### src/rtl/uart_tx_rr_sched.sv
// Round-robin scheduler that shares one UART transmitter among NREQ byte producers.
// One byte is outstanding at a time; a watchdog aborts a launch that the UART never acknowledges.
module uart_tx_rr_sched #(
  parameter int NREQ        = 4,
  parameter int ACK_TIMEOUT = 16
) (
  input  logic                      PCLK,
  input  logic                      PRESET,
  input  logic [NREQ-1:0]           req_valid,
  input  logic [8*NREQ-1:0]         req_data,
  output logic [NREQ-1:0]           req_ready,
  output logic                      tx_start,
  output logic [7:0]                tx_data,
  input  logic                      tx_done,
  output logic [$clog2(NREQ)-1:0]   grant_id,
  output logic                      busy,
  output logic                      err,
  input  logic                      err_clr
);

  localparam int GW = $clog2(NREQ);
  localparam int WW = $clog2(ACK_TIMEOUT);
  localparam logic [WW-1:0] WD_LAST = WW'(ACK_TIMEOUT - 1);
  localparam logic [GW-1:0] ID_LAST = GW'(NREQ - 1);

  typedef enum logic [1:0] {IDLE, LAUNCH, WAIT_ACK, WAIT_DONE} state_t;

  state_t          state_r, state_n;
  logic [GW-1:0]   rr_ptr_r, rr_ptr_n;
  logic [WW-1:0]   wdog_r, wdog_n;
  logic [GW-1:0]   grant_id_r;
  logic [7:0]      tx_data_r;
  logic            tx_start_r, busy_r, err_r;
  logic [GW-1:0]   sel_s, next_ptr_s;
  logic            found_s, grant_s, err_set_s;
  logic [NREQ-1:0] req_ready_s;

  // Circular priority search starting at rr_ptr, plus the one-hot ready it drives.
  always_comb begin
    sel_s       = '0;
    found_s     = 1'b0;
    req_ready_s = '0;
    for (int k = 0; k < NREQ; k++) begin
      if (!found_s && req_valid[(int'(rr_ptr_r) + k) % NREQ]) begin
        found_s = 1'b1;
        sel_s   = GW'((int'(rr_ptr_r) + k) % NREQ);
      end else begin
        found_s = found_s;
      end
    end
    grant_s = (state_r == IDLE) && tx_done && found_s;
    if (grant_s) begin
      req_ready_s[sel_s] = 1'b1;
    end else begin
      req_ready_s = '0;
    end
    next_ptr_s = (grant_id_r == ID_LAST) ? '0 : grant_id_r + GW'(1);
  end

  // Next-state, watchdog and pointer update.
  always_comb begin
    state_n   = state_r;
    rr_ptr_n  = rr_ptr_r;
    wdog_n    = wdog_r;
    err_set_s = 1'b0;
    case (state_r)
      IDLE: begin
        if (grant_s) state_n = LAUNCH;
        else         state_n = IDLE;
      end
      LAUNCH: begin
        state_n = WAIT_ACK;
        wdog_n  = '0;
      end
      WAIT_ACK: begin
        if (!tx_done) begin
          state_n = WAIT_DONE;
        end else if (wdog_r == WD_LAST) begin
          // The UART never left idle: drop the byte and move on.
          err_set_s = 1'b1;
          rr_ptr_n  = next_ptr_s;
          state_n   = IDLE;
        end else begin
          wdog_n = wdog_r + WW'(1);
        end
      end
      WAIT_DONE: begin
        if (tx_done) begin
          state_n  = IDLE;
          rr_ptr_n = next_ptr_s;
        end else begin
          state_n = WAIT_DONE;
        end
      end
      default: state_n = IDLE;
    endcase
  end

  // State and registered outputs.
  always_ff @(posedge PCLK or posedge PRESET) begin
    if (PRESET) begin
      state_r    <= IDLE;
      rr_ptr_r   <= '0;
      wdog_r     <= '0;
      grant_id_r <= '0;
      tx_data_r  <= 8'h00;
      tx_start_r <= 1'b0;
      busy_r     <= 1'b0;
      err_r      <= 1'b0;
    end else begin
      state_r    <= state_n;
      rr_ptr_r   <= rr_ptr_n;
      wdog_r     <= wdog_n;
      tx_start_r <= (state_n == LAUNCH);
      busy_r     <= (state_n != IDLE);
      if (grant_s) begin
        tx_data_r  <= req_data[{sel_s, 3'b000} +: 8];
        grant_id_r <= sel_s;
      end
      if (err_set_s)    err_r <= 1'b1;
      else if (err_clr) err_r <= 1'b0;
    end
  end

  assign req_ready = req_ready_s;
  assign tx_start  = tx_start_r;
  assign tx_data   = tx_data_r;
  assign grant_id  = grant_id_r;
  assign busy      = busy_r;
  assign err       = err_r;

endmodule

### config.mk
export PLATFORM = sky130hd
export DESIGN_NAME = uart_tx_rr_sched
export DESIGN_NICKNAME = d
export VERILOG_FILES = /design/src/rtl/uart_tx_rr_sched.sv
export SDC_FILE = /design/constraint.sdc
export NUM_CORES = 1
export LEC_CHECK = 0
export CAP_MARGIN = 30
export CORE_ASPECT_RATIO = 0.5
export CORE_MARGIN = 2
export CORE_UTILIZATION = 42
export CTS_BUF_LIST = sky130_fd_sc_hd__clkbuf_8 sky130_fd_sc_hd__clkbuf_16
export DETAILED_ROUTE_END_ITERATION = 12
export MAX_ROUTING_LAYER = met4
export PLACE_DENSITY = 0.88
export SETUP_SLACK_MARGIN = 0.2
export SLEW_MARGIN = 10
export SYNTH_ARGS = -nofsm -noshare
export SYNTH_HDL_FRONTEND = slang
export SYNTH_SLANG_ARGS = --single-unit
### constraint.sdc
create_clock -name PCLK -period 2.7 [get_ports PCLK]
set_input_delay 0.81 -clock PCLK [delete_from_list [all_inputs] [get_ports PCLK]]
set_output_delay 0.81 -clock PCLK [all_outputs]
set_load 0.005 [all_outputs]
* Yosys cells after proc, flatten, opt, wreduce, memory -nomap -nowiden
Index checks and enable logic that the tools add are counted.
W data, S select, Z words.
** Operators by class
- Equality and inequality tests :: 10
- Reduce and logical (&&, ||, !) cells :: 19
- Shift-type cells :: 1
- Bitwise operators :: 3
- Order comparisons :: 6
- Mux-type cells :: 40
- $add $sub $neg :: 5
** Operators by type and width (count)
- $shiftx A32 B6 Y8 :: 1
- $mux W2 :: 11
- $mux W1 :: 18
- $lt A3 B4 Y1 const B :: 3
- $mux W4 :: 3
- $bmux W1 S2 :: 4
- $ne A2 B2 Y1 const B :: 4
- $pmux W2 S4 :: 1
- $pmux W4 S2 :: 1
- $reduce_bool A2 Y1 :: 4
- $eq A2 B2 Y1 const B :: 3
- $logic_and A1 B1 Y1 :: 6
- $lt A2 B3 Y1 const B :: 2
- $reduce_or A2 Y1 :: 3
- $add A2 B1 Y2 const B :: 2
- $add A2 B2 Y2 const B :: 2
- $add A4 B1 Y4 const B :: 1
- $eq A2 B1 Y1 const B :: 2
- $eq A4 B4 Y1 const B :: 1
- $pmux W2 S2 :: 1
- $reduce_and A4 Y1 :: 1
- $and A1 B1 Y1 const A :: 3
- $logic_not A1 Y1 :: 3
- $reduce_and A3 Y1 :: 1
- 3 further kinds :: 3
** Word-level totals
- Flip-flop bits (word level) :: 21
- Word-level logic and storage cells :: 92
- Output and inout bits :: 17
- Bits of input ports :: 40

* Logic depth before layout (Yosys ltp)
Gate-level depths: netlist of run 1.
- Depth in word-level cells :: 19
- Gate-level depth with buffers :: 7
- Mapped depth without buffers :: 6

* Worst setup path after synthesis of run 1
OpenSTA, ideal clock, no wires.
- Path type :: input to output
- Start :: input port req_valid[0]
- End :: output port req_ready[0]
- Arrival time :: 1820 ps
- Setup slack :: 70 ps
- Stages :: 6
- Required time :: 1890 ps
- Buffers on the path :: 1
- Cells stage by stage :: or4_4 > nand3_4 > inv_2 > buf_4 > nand2_4 > nor2_1
** Between the ends
- Word-level cells in the longest chain between the ends :: 17
- Elaborated cells between the ends (all ways) :: 32
- Classes of those cells :: order compare: 2; mux: 22; reduce/logical: 8
** Ends and longest elaborated chain
- start, declared :: line 9 : input logic [NREQ-1:0] req_valid,
- $bmux W1 S2 :: line 44 : if (!found_s && req_valid[(int'(rr_ptr_r) + k) % NREQ]) begin
- $mux W1 (implied by the code) :: line 44
- $mux W1 :: line 44
- $logic_not A1 Y1 :: line 44
- $logic_and A1 B1 Y1 :: line 44
- $mux W1 :: line 44
- $logic_not A1 Y1 :: line 44
- $logic_and A1 B1 Y1 :: line 44
- $mux W1 :: line 44
- $logic_not A1 Y1 :: line 44
- $logic_and A1 B1 Y1 :: line 44
- $mux W2 :: line 44
- $lt A2 B3 Y1 (implied by the code) / $ge A2 B1 Y1 (equally long branches) :: line 53 : req_ready_s[sel_s] = 1'b1;
- $logic_and A1 B1 Y1 (implied by the code) :: line 53
- $mux W1 (implied by the code) :: line 53
- $demux W1 S2 :: line 53
- $mux W4 (*) :: line 52 : if (grant_s) begin
- end, declared :: line 11 : output logic [NREQ-1:0] req_ready,
Every way passes the cells marked *; elsewhere a longest branch is shown, timed or not. The select of a mux whose other input is x is not followed.

* Worst setup path after layout of run 1
- Start :: input port req_valid[0]
- End :: output port req_ready[2]
The elaborated chain is that of the path after synthesis.

==> results.json, run 1 <==
{
  "run_status": "finished clean",
  "design.final.nets": 253,
  "cts.clk_slew.worst_paths_ns": 0.08,
  "synth_enable_flop_cells": 0,
  "vdd.ir_drop.worst_mv": 0.427,
  "ant_nets": 0,
  "h-tree-depth": 1,
  "instances_no_fill": 250,
  "postSynthCellCount": 129,
  "synthDominantAreaCellType": "sky130_fd_sc_hd__dfrtp_1",
  "timing.fmax_mhz": 374,
  "crit_type": "in2out",
  "cts.sink_count": 21,
  "first_iter_violations": 46,
  "final_layout_size_suffix_gt1_frac": 0.343,
  "combPwrFrac": 0.549,
  "initial_utilization": 0.443,
  "global_placement_routability_congestion": 0.748,
  "critical_path_required_ns": 1.89,
  "fin_worst_hold_slack_ns": 0.531,
  "placed_area_mm2": 0.00205,
  "final.period_utilization": 0.991,
  "synthTopCellsByCount": "21 x sky130_fd_sc_hd__dfrtp_1, 13 x sky130_fd_sc_hd__o21ai_0, 12 x sky130_fd_sc_hd__nand3_1",
  "grt_max_degree": 22,
  "hp-class": "reg2reg",
  "totalWireLength_mm": 4.27,
  "clock_path_buffers": 2,
  "most_common_cell_in_the_netlist": "sky130_fd_sc_hd__dfrtp_1",
  "synthesis.area_mm2": 0.00134,
  "cts_root_buf": "sky130_fd_sc_hd__clkbuf_8",
  "synth_to_layout_area_growth_pct": 66.6,
  "netSwitchingPower_uw": 656,
  "synthesis.area_per_instance_um2": 10.3,
  "synth_warnings": 0,
  "report.final.slew_viol_count": 0,
  "antennaDiodeCount": 0,
  "finClkSkew_ns": 0.00793,
  "drt_pass1_iterations": 4,
  "core.rowCount": 14,
  "synthTopCellsByArea": "sky130_fd_sc_hd__dfrtp_1 39%, sky130_fd_sc_hd__mux2_4 9.0%, sky130_fd_sc_hd__o221a_1 6.7%",
  "yosysUniqueCellTypes": 33,
  "core_area_mm2": 0.00301,
  "gr-usage-all-layers": 0.245,
  "internal_power_mw": 1.09,
  "design.portCount": 57,
  "routed_len_inst_um": 17.1,
  "power.switching_fraction": 0.376,
  "clock_tree_from_tritoncts": "yes",
  "grt_pass1_wl_mm": 6.71,
  "design_power_total_mw": 1.75,
  "grt_overflow_total": 0,
  "die_width_um": 83.7,
  "routed-via-count": 1394,
  "buffer_ports.inserted": 56,
  "count_of_endpoints_failing_hold_in_the_final_timing_report": 0,
  "rsz_0062_raised_after_global_routing": "yes",
  "crit_path_start_kind": "input port",
  "postSynth.asyncResetShare": 1.00,
  "netlist.area_leader.share": 0.394,
  "insertion_delay_ns": 0.28,
  "worst_setup_path_end_kind": "primary output",
  "timing_worst_slew_pin_value_ns": 0.291,
  "final-setup-viol-count": 0,
  "fillers": 206,
  "dieHeight_um": 43.9,
  "clock_power_share": 0.128,
  "relSlewSlack": 0.804,
  "power-per-cell-area_mw_per_mm2": 785,
  "postLayoutCellArea_mm2": 0.00222,
  "die_area_mm2": 0.00367,
  "power_frac_seq": 0.323,
  "power.static_leakage_nw": 0.930,
  "cts_bufs_inserted": 3,
  "number_of_global_route_vias_before_repair": 1410,
  "finalCriticalPeriod_ns": 2.68,
  "preCtsSetupSlack_ns": -0.726,
  "viasPerCell": 5.58,
  "place.detailed.hpwl_mm": 2.96,
  "critical_path_arrival_ns": 1.87,
  "placed_cells_incl_taps": 237,
  "core_utilization_of_the_finished_layout": 0.738,
  "grt_antenna_before_repair": 0,
  "synth.ff_latch_count": 21,
  "crit_fanout": 5,
  "max_cap_violations": 0,
  "synth_flop_cell": "sky130_fd_sc_hd__dfrtp_1",
  "final.setup.tns_ns": 0,
  "worst_slack_ns": 0.0235,
  "synth.net_count": 171,
  "postCtsHoldBufs": 0,
  "drc_errors": 0,
  "synth_seq_area_share": 0.394
}
## power groups by stage
stage,logic [mW],registers [mW],clock network [mW]
after floorplan,0.476,0.541,0
after global placement,0.831,0.551,0
after detailed placement,0.864,0.553,0
after CTS,0.906,0.555,0.221
after global routing,1.03,0.582,0.235
final,0.960,0.564,0.223
## state kept, by name, indices dropped and copies added, names as in the netlist
name      cells
busy          1
err           1
grant_id      2
rr_ptr_r      2
state_r       2
tx_data       8
tx_start      1
wdog_r        4
## worst max-delay path: stages
cell and delay [ns]:
sky130_fd_sc_hd__buf_8 0.11, sky130_fd_sc_hd__or4_4 0.55, sky130_fd_sc_hd__nand3_4 0.10, sky130_fd_sc_hd__buf_6 0.13, sky130_fd_sc_hd__nor3_4 0.04, sky130_fd_sc_hd__buf_2 0.12
## timing repair
| item | 4_1_cts | 5_1_grt |
|---|---|---|
| pin swaps | 4 | 2 |
| gates cloned | 0 | 0 |
| gates resized for setup | 47 | 8 |
| endpoints found under the setup margin | 4 | 4 |
| buffers inserted | 6 | 3 |
## path summary, 6_finish.rpt
path,start,to,slack [ns],depth (start not counted)
setup / recovery,req_valid[0],req_ready[2],0.02,6
hold / removal,wdog_r[0]$_DFFE_PP0P_,wdog_r[0]$_DFFE_PP0P_,0.53,1
setup reg to reg,state_r[0]$_DFF_PP0_,tx_data[6]$_DFFE_PP0P_,0.74,9
hold reg to reg,wdog_r[0]$_DFFE_PP0P_,wdog_r[0]$_DFFE_PP0P_,0.53,1
max in group asynchronous,PRESET,rr_ptr_r[1]$_DFFE_PP0P_,1.59,3
min in group asynchronous,PRESET,wdog_r[0]$_DFFE_PP0P_,0.86,3
## cell type report
class / count / area (um^2) / share of cell area
multi-input cells: 97 / 823 / 0.370
clock buffers: 3 / 41.3 / 0.0186
clock inverters: 1 / 5.00 / 0.00225
inverters: 7 / 28.8 / 0.0129
flip-flops and latches: 21 / 527 / 0.237
repair buffers: 81 / 749 / 0.337
well taps: 40 / 50.0 / 0.0225
## placed cells by master (no fill, tap or decap), drive strengths merged
cell,instances
mux2,9
o21a,1
or3,1
dlygate4sd2,1
a21oi,6
o22a,1
buf,32
ha,2
nor3,3
clkdlybuf4s15,1
nand2b,3
a31oi,1
nor2,6
a21boi,1
inv,7
clkbuf,3
clkdlybuf4s50,47
dfrtp,21
o22ai,3
a211oi,1
clkinv,1
or4,1
nand2,10
mux2i,1
or2,1
o21ai,13
a21o,2
o221a,9
o31ai,1
nand3,21
## layer usage
metal	part of all wire	GRT usage	vias up	wire [um]
li1	-	-	648	-
met1	0.44	0.291	694	1880
met2	0.50	0.424	41	2140
met3	0.042	0.0552	11	180
met4	0.016	0.0806	0	68
met5	0	-	-	0
## logic make-up after synthesis
kind of cell	count (synthesis)	share of synthesized area
fa+ha+maj	2	0.0187
flops	21	0.394
compound gates	39	0.213
simple gates	46	0.224
buf+inv	11	0.0450
mux	10	0.106
Note: power is estimated with default switching activity, not from simulation.
==> run 2: changes to the inputs <==
--- a/config.mk
+++ b/config.mk
@@ -6,13 +6,15 @@
 export NUM_CORES = 1
 export LEC_CHECK = 0
 export CAP_MARGIN = 30
-export CORE_ASPECT_RATIO = 0.5
+export CORE_ASPECT_RATIO = 1.75
 export CORE_MARGIN = 2
 export CORE_UTILIZATION = 42
 export CTS_BUF_LIST = sky130_fd_sc_hd__clkbuf_8 sky130_fd_sc_hd__clkbuf_16
 export DETAILED_ROUTE_END_ITERATION = 12
+export GPL_ROUTABILITY_DRIVEN = 1
 export MAX_ROUTING_LAYER = met4
 export PLACE_DENSITY = 0.88
+export RECOVER_POWER = 100
 export SETUP_SLACK_MARGIN = 0.2
 export SLEW_MARGIN = 10
 export SYNTH_ARGS = -nofsm -noshare
==> run 2 against run 1 <==
  * Wire length is 3.4% lower
  * Worst hold slack better by 0.0016 ns
  * Via count is 0.50% higher
  * Maximum frequency is 0.93% higher
  * Clock-buffer cell count stayed put
  * Combinational power is 4.6% lower
  * Sequential power is 0.7% higher
  * Highest routed layer unchanged
  * Final area is 1.4% lower
  * First-iteration DRC count is 8.7% higher
==> results.json, run 2 (synthesized netlist as in run 1, its figures left out) <==
{
  "routed_len_inst_um": 16.2,
  "gr-usage-all-layers": 0.252,
  "placed_area_mm2": 0.00203,
  "relSlewSlack": 0.490,
  "grt_antenna_before_repair": 0,
  "source_of_the_worst_register_to_register_timing_path": "state_r[0]$_DFF_PP0_",
  "layout_commonest_cell": "sky130_fd_sc_hd__clkdlybuf4s50_1",
  "cts.sink_count": 21,
  "buffer_ports.inserted": 56,
  "design.portCount": 57,
  "grt_max_degree": 22,
  "finClkSkew_ns": 0.00156,
  "die_width_um": 46.6,
  "cts.clk_slew.worst_paths_ns": 0.07,
  "worstHoldPathCells": 2,
  "final.period_utilization": 0.982,
  "max_cap_violations": 0,
  "crit_fanout": 4,
  "critical_path_arrival_ns": 1.84,
  "critical_path_required_ns": 1.89,
  "grt_pass1_wl_mm": 6.56,
  "viasPerCell": 5.52,
  "drt_pass1_iterations": 5,
  "core_utilization_of_the_finished_layout": 0.706,
  "h-tree-depth": 1,
  "clock_tree_from_tritoncts": "yes",
  "place.detailed.hpwl_mm": 2.99,
  "crit_path_start_kind": "input port",
  "largest_register_ff_count": 8,
  "totalWireLength_mm": 4.12,
  "worst_slack_ns": 0.0483,
  "preCtsSetupSlack_ns": -0.731,
  "power-per-cell-area_mw_per_mm2": 768,
  "dieHeight_um": 78.6,
  "vdd.ir_drop.worst_mv": 0.455,
  "postCtsHoldBufs": 0,
  "grt_overflow_total": 0,
  "final_layout_size_suffix_gt1_frac": 0.303,
  "design.final.nets": 254,
  "timing.fmax_mhz": 377,
  "global_placement_routability_congestion": 0.825,
  "number_of_global_route_vias_before_repair": 1470,
  "initial_utilization": 0.430,
  "ant_nets": 0,
  "postLayoutCellArea_mm2": 0.00219,
  "design_power_total_mw": 1.69,
  "crit-reg2reg-capture": "tx_data[6]$_DFFE_PP0P_",
  "core_area_mm2": 0.00311,
  "hp-class": "reg2reg",
  "drc_errors": 0,
  "insertion_delay_ns": 0.26,
  "die_area_mm2": 0.00366,
  "final_cell_mix": "33 x sky130_fd_sc_hd__clkdlybuf4s50_1, 21 x sky130_fd_sc_hd__dfrtp_1, 20 x sky130_fd_sc_hd__buf_4",
  "cts_bufs_inserted": 3,
  "worst_setup_path_end_kind": "primary output",
  "timing_worst_slew_pin_value_ns": 0.765,
  "hold-path-endpoint": "err$_DFFE_PP0P_",
  "first_iter_violations": 50,
  "fin_worst_hold_slack_ns": 0.533,
  "regToRegSetupSlack_ns": 0.37,
  "power.static_leakage_nw": 0.913,
  "antennaDiodeCount": 0,
  "finalCriticalPeriod_ns": 2.65,
  "final-setup-viol-count": 0,
  "run_status": "finished clean",
  "routed-via-count": 1401,
  "count_of_endpoints_failing_hold_in_the_final_timing_report": 0,
  "core.rowCount": 27,
  "timing.hold.worst.start": "err$_DFFE_PP0P_",
  "ff2ff_path_depth": 9,
  "synth_to_layout_area_growth_pct": 64.3,
  "crit_type": "in2out",
  "cts_root_buf": "sky130_fd_sc_hd__clkbuf_8",
  "rsz_0062_raised_after_global_routing": "yes",
  "report.final.slew_viol_count": 0,
  "clock_path_buffers": 2
}
## run 2: worst max-delay path by stage
stage	startpoint	end	slack [ns]	depth (start not counted)
finish	req_valid[3]	req_ready[1]	0.05	7
global route	req_valid[3]	req_ready[0]	0.02	7
CTS	req_valid[0]	req_ready[1]	0.05	7
detailed placement	req_valid[0]	req_ready[1]	-0.73	8
global placement	req_valid[0]	req_ready[1]	-0.70	8
floorplan	req_valid[3]	req_ready[0]	0.14	6
## run 2: per-layer routing
layer / part of all wire / global-route usage
met2: 0.57 / 0.438
met3: 0.054 / 0.0345
met5: 0 / -
met4: 0.034 / 0.117
met1: 0.35 / 0.265
## run 2: repair_timing
action	4_1_cts	5_1_grt
setup buffers	7	5
endpoints found under the setup margin	4	4
resized for setup	49	9
pin swaps	7	4
## run 2: area by class of cell
type / instances / area (um^2)
Timing Repair Buffer: 82 / 736
Multi-Input combinational cell: 97 / 803
Clock buffer: 3 / 41.3
Sequential cell: 21 / 526
Tap cell: 43 / 53.8
Fill cell: 232 / 915
Clock inverter: 1 / 5.00
Inverter: 7 / 28.8
## run 2: worst max-delay path: stages
cell and delay (ns):
sky130_fd_sc_hd__buf_6 0.09, sky130_fd_sc_hd__or4_4 0.55, sky130_fd_sc_hd__nand3_4 0.11, sky130_fd_sc_hd__inv_4 0.06, sky130_fd_sc_hd__nand2_8 0.06, sky130_fd_sc_hd__nor2_4 0.03
sky130_fd_sc_hd__clkbuf_1 0.12
## run 2: where the power goes
part / switching [mW] / leakage [nW] / internal (mW)
combinational: 0.401 / 0.635 / 0.514
clock: 0.0985 / 0.0255 / 0.103
sequential: 0.126 / 0.252 / 0.443
## run 2: stage by stage
step | instances | TNS [ns]
floorplan | 129 | 0
global placement | 238 | -2.62
detailed placement | 238 | -2.84
CTS | 249 | 0
global route | 254 | 0
finish | 254 | 0
